==> src/rtl/stream_fifo.sv <==
`default_nettype none
// ============================================================================
// Module      : stream_fifo
// Description : First-word-fall-through FIFO with valid/ready handshakes on
//               both sides, synchronous flush, occupancy count and
//               almost-full / almost-empty flags.
// Revision    : 1.0 - initial release
// ============================================================================
module stream_fifo #(
    parameter int DATA_WIDTH   = 8,
    parameter int DEPTH        = 16,
    parameter int AFULL_LEVEL  = 12,
    parameter int AEMPTY_LEVEL = 2,
    localparam int CW          = $clog2(DEPTH + 1)
) (
    input  logic                  clk,
    input  logic                  rst,
    input  logic                  flush,
    input  logic                  s_valid,
    output logic                  s_ready,
    input  logic [DATA_WIDTH-1:0] s_data,
    output logic                  m_valid,
    input  logic                  m_ready,
    output logic [DATA_WIDTH-1:0] m_data,
    output logic [CW-1:0]         count,
    output logic                  almost_full,
    output logic                  almost_empty
);

    localparam int ADDR_W = $clog2(DEPTH);

    localparam logic [CW-1:0]     C_FULL    = CW'(DEPTH);
    localparam logic [CW-1:0]     C_EMPTY   = '0;
    localparam logic [CW-1:0]     C_AFULL   = CW'(AFULL_LEVEL);
    localparam logic [CW-1:0]     C_AEMPTY  = CW'(AEMPTY_LEVEL);
    localparam logic [CW-1:0]     C_CNT_ONE = CW'(1);
    localparam logic [ADDR_W-1:0] C_PTR_ONE = ADDR_W'(1);

    // Storage is deliberately not reset; validity is tracked by count_q.
    logic [DATA_WIDTH-1:0] mem_q [DEPTH];

    logic [ADDR_W-1:0] wr_ptr_q, wr_ptr_d;
    logic [ADDR_W-1:0] rd_ptr_q, rd_ptr_d;
    logic [CW-1:0]     count_q,  count_d;

    logic w_push;
    logic w_pop;

    // Handshake flags depend on registered count only, so there is no
    // combinational path from s_valid to s_ready or from m_ready to m_valid.
    assign s_ready      = (count_q != C_FULL);
    assign m_valid      = (count_q != C_EMPTY);
    assign count        = count_q;
    assign almost_full  = (count_q >= C_AFULL);
    assign almost_empty = (count_q <= C_AEMPTY);

    // Head word is masked to zero while empty so stale memory never shows.
    assign m_data = m_valid ? mem_q[rd_ptr_q] : '0;

    // A flush cancels any handshake that happens in the same cycle.
    assign w_push = s_valid & s_ready & ~flush;
    assign w_pop  = m_valid & m_ready & ~flush;

    // Next-state for pointers and occupancy; push+pop leaves count unchanged.
    always_comb begin
        wr_ptr_d = wr_ptr_q;
        rd_ptr_d = rd_ptr_q;
        count_d  = count_q;
        if (flush) begin
            wr_ptr_d = '0;
            rd_ptr_d = '0;
            count_d  = '0;
        end else begin
            if (w_push) begin
                wr_ptr_d = wr_ptr_q + C_PTR_ONE;
            end
            if (w_pop) begin
                rd_ptr_d = rd_ptr_q + C_PTR_ONE;
            end
            if (w_push && !w_pop) begin
                count_d = count_q + C_CNT_ONE;
            end else if (w_pop && !w_push) begin
                count_d = count_q - C_CNT_ONE;
            end
        end
    end

    // Control state registers with asynchronous reset.
    always_ff @(posedge clk or posedge rst) begin
        if (rst) begin
            wr_ptr_q <= '0;
            rd_ptr_q <= '0;
            count_q  <= '0;
        end else begin
            wr_ptr_q <= wr_ptr_d;
            rd_ptr_q <= rd_ptr_d;
            count_q  <= count_d;
        end
    end

    // Data storage write port; accepted words land at the write pointer.
    always_ff @(posedge clk) begin
        if (w_push) begin
            mem_q[wr_ptr_q] <= s_data;
        end
    end

endmodule
`default_nettype wire

==> config.mk <==
export PLATFORM = sky130hd
export DESIGN_NAME = stream_fifo
export DESIGN_NICKNAME = d
export VERILOG_FILES = /design/src/rtl/stream_fifo.sv
export SDC_FILE = /design/constraint.sdc
export NUM_CORES = 1
export LEC_CHECK = 0
export ABC_AREA = 1
export CAP_MARGIN = 20
export CORE_ASPECT_RATIO = 0.5
export CORE_MARGIN = 8
export CORE_UTILIZATION = 60
export CTS_CLUSTER_DIAMETER = 120
export DETAILED_ROUTE_END_ITERATION = 16
export HOLD_SLACK_MARGIN = 0.15
export PLACE_DENSITY = 0.76
export SLEW_MARGIN = 0
export SYNTH_ARGS = -nofsm -noshare
export SYNTH_HDL_FRONTEND = slang
export SYNTH_SLANG_ARGS = --single-unit
==> constraint.sdc <==
create_clock -name clk -period 2.3 [get_ports clk]
set_input_delay 0.46 -clock clk [delete_from_list [all_inputs] [get_ports clk]]
set_output_delay 0.46 -clock clk [all_outputs]
set_load 0.01 [all_outputs]
==> impl_metrics.yaml <==
sta:
  worst_clock_skew_ps: 4.56
  setup_repair_after_global_routing_missed_its_margin: "yes"
  slew_violations: 0
  maxClockFrequency_ghz: 0.408
  finalHoldViolations: 0
  post-route-worst-setup-slack_ps: -154
  tns_ps: -984
  timing.max_slew.rel_slack_pct: 49.0
  fin_crit_sh_pct: 107
  fin_crit_ps: 2450
  worst-slew-pin-transition_ps: 763
  total_of_endpoints_with_negative_setup_slack_in_the_final_report: 8
die:
  start_util_pct: 60.7
  design.die.area_um2: 13900
  chip_height_um: 87.3
  die_width_um: 159
  placementRows: 26
  floorplan.io_pins: 30
  design.core.area_um2: 10100
setup_path:
  critical_path_data_arrival_time_ps: 1990
  r2r_cells: 13
  setup.worst_path.end_class: "primary output"
  startpoint_type: "flop"
  critical_path_required_ps: 1840
  timing.critical_path.fanout_max: 23
  worstSetupPathType: "flop to primary output"
placed_design:
  dp.final_hpwl_um: 10000
  io_buffer_count: 29
  placedInstanceArea_um2: 6890
  finalWeightedCongestion: 0.878
pwr:
  power.density_nw_per_um2: 1060
  swShare_pct: 30.6
  intPower_mw: 5.85
  comb_power_share_pct: 31.7
  share_clk_of_total_power_pct: 33.4
  p_switching_mw: 2.58
  p_seq_share_pct: 34.9
  power.static_leakage_nw: 2.98
  peakVddDrop_uv: 692
global_route:
  grt_util_all_layers_pct: 25.4
  gr-total-overflow: 0
  grt_antenna_before_repair: 0
  grt_pass1_wl_um: 25400
  grt_max_degree: 25
  grt_pass1_vias: 4551
cts:
  cts_hold_buffers: 0
  tritoncts_clock_tree: "yes"
  tritoncts.num_buffers: 17
  clock_latency_ps: 420
  cts_max_path_buffers: 2
  tritoncts_num_sinks: 141
  cts.root.buffer_cell: "sky130_fd_sc_hd__clkbuf_16"
  clkSlewWorstSetupHoldPaths_ps: 60
  cts_max_level: 4
finish:
  final_area_um2: 7920
  mostFrequentLayoutCells: "sky130_fd_sc_hd__edfxtp_1, sky130_fd_sc_hd__nand2_1, sky130_fd_sc_hd__nor2_1"
  layout.cells.most_common: "sky130_fd_sc_hd__edfxtp_1"
  num_antenna_cells: 0
  final_nets: 624
  area_used_by_sequential_logic_in_the_layout_um2: 4170
  n_fill_cell: 553
  areaGrowthSynthToFinish_pct: 29.8
  multi_input_comb_area_um2: 1970
  drive_above_1_share_pct: 31.8
synth:
  synth_seq_area_share_pct: 68.3
  syn_avg_cell_area_um2: 12.1
  ys_types: 36
  synthCells: 505
  count_of_flip_flops_with_a_built_in_enable_after_synthesis: 128
  postSynth.topFlopCell: "sky130_fd_sc_hd__edfxtp_1"
  yosysWarnings: 0
  synth.cell_area_um2: 6110
  synthArstFlopShare_pct: 9.22
  synth-seq-cells: 141
  synth_nets: 528
outcome:
  status: "finished, violations left"
  violations: "negative setup slack"
routing:
  detailedRoute.firstPassIterationCount: 8
  drc: 0
  vias: 4531
  wl_per_cell_um: 22.2
  detail_route.wirelength_um: 16800
  drt-initial-drc-count: 457
  route.detailed.vias_per_inst: 6.01
  ant_nets: 0
worst_hold_path:
  hold_class: "primary input to async pin"
run:
  drv.max_cap_violation_count: 0
routing by layer:
| layer | part of all wire (%) | track usage [%] | vias to the layer above |
|---|---|---|---|
| li1 | - | - | 1990 |
| met1 | 37 | 31.0 | 2174 |
| met2 | 49 | 41.7 | 321 |
| met3 | 11 | 7.57 | 46 |
| met4 | 2.6 | 10.4 | 0 |
| met5 | 0 | 0 | - |
sequential cells by signal, summed over array words and instances (netlist names):
signal	count
wr_ptr_q	4
count	5
rd_ptr_q	4
mem_q	128
power groups by stage:
| stage | clock (mW) | combinational (mW) | sequential [mW] |
|---|---|---|---|
| 2_1_floorplan | 0 | 1.16 | 3.02 |
| 3_3_place_gp | 0 | 2.15 | 2.98 |
| 3_5_place_dp | 0 | 2.21 | 2.98 |
| 4_1_cts | 2.83 | 2.55 | 2.94 |
| 5_1_grt | 2.94 | 2.87 | 2.95 |
| 6_report | 2.82 | 2.67 | 2.95 |
layout make-up:
class | instances | area share, %
Multi-Input combinational cell | 329 | 24.9
Clock inverter | 13 | 2.18
Tap cell | 140 | 2.21
Timing Repair Buffer | 96 | 11.6
Sequential cell | 141 | 52.7
Inverter | 16 | 0.932
Clock buffer | 19 | 5.46
worst paths after layout:
kind / start / end / slack (ps)
setup / recovery: rd_ptr_q[0] / m_data[1] / -150
hold / removal: rst / wr_ptr_q[0] / 380
setup reg to reg: count[0] / count[4] / 300
hold reg to reg: count[0] / count[0] / 640
max in group asynchronous: rst / rd_ptr_q[1] / 1530
min in group clk: count[0] / count[0] / 640
Yosys cell counts, types with 2 or more instances:
cell / number / area (µm²)
sky130_fd_sc_hd__nand3_1: 10 / 50.1
sky130_fd_sc_hd__nor3_1: 9 / 45.0
sky130_fd_sc_hd__buf_4: 3 / 22.5
sky130_fd_sc_hd__xnor2_1: 2 / 17.5
sky130_fd_sc_hd__nor2_1: 59 / 221
sky130_fd_sc_hd__inv_2: 3 / 11.3
sky130_fd_sc_hd__inv_1: 9 / 33.8
sky130_fd_sc_hd__nand2_4: 7 / 78.8
sky130_fd_sc_hd__dfrtp_1: 13 / 325
sky130_fd_sc_hd__mux2i_1: 7 / 70.1
sky130_fd_sc_hd__o21ai_2: 4 / 35.0
sky130_fd_sc_hd__nand2_2: 2 / 12.5
sky130_fd_sc_hd__a21oi_2: 16 / 140
sky130_fd_sc_hd__buf_2: 7 / 35.0
sky130_fd_sc_hd__buf_6: 3 / 33.8
sky130_fd_sc_hd__nand2_1: 110 / 413
sky130_fd_sc_hd__a21oi_1: 23 / 115
sky130_fd_sc_hd__o22ai_1: 15 / 93.8
sky130_fd_sc_hd__o21ai_1: 14 / 70.1
sky130_fd_sc_hd__o21ai_0: 32 / 160
sky130_fd_sc_hd__clkbuf_1: 6 / 22.5
sky130_fd_sc_hd__edfxtp_1: 128 / 3840
sky130_fd_sc_hd__nor2_2: 2 / 12.5
sky130_fd_sc_hd__ha_1: 9 / 113
worst max-delay path: stages (launching register included):
cell,delay [ps]
sky130_fd_sc_hd__dfrtp_2,470
sky130_fd_sc_hd__buf_4,180
sky130_fd_sc_hd__buf_12,150
sky130_fd_sc_hd__nand2_1,110
sky130_fd_sc_hd__a21oi_2,80
sky130_fd_sc_hd__nor3_2,230
sky130_fd_sc_hd__nand2_2,110
sky130_fd_sc_hd__nand2_2,70
sky130_fd_sc_hd__nor2_2,40
sky130_fd_sc_hd__buf_2,130
logic make-up (layout without fill, tap and decap cells):
group	after synthesis	after routing	synth area share, %
AO/OA/AOI/OAI	107	107	10.5
XOR/XNOR	2	2	0.287
adder cells (fa/ha/maj)	10	10	2.17
buffers and inverters	35	144	2.99
flip-flops	141	141	68.3
multiplexers	7	7	1.15
AND/OR/NAND/NOR	203	203	14.6
timing repair:
action / CTS / global route
pin swaps: 26 / 16
gates resized for setup: 93 / 28
buffers inserted: 12 / 1
cloned: 3 / 0
endpoints found under the setup margin: 9 / 11
per-stage QoR:
stage	hold WS, ps	std cells	worst slack, ps	util, %	power (mW)
floorplan	337	505	248	-	4.19
global placement	597	707	-119	68.5	5.13
detailed placement	623	707	-127	68.5	5.20
CTS	387	754	-125	77.9	8.33
global route	427	754	-237	78.8	8.76
finish	382	754	-154	78.8	8.44
(Power assumes the default switching activity.)
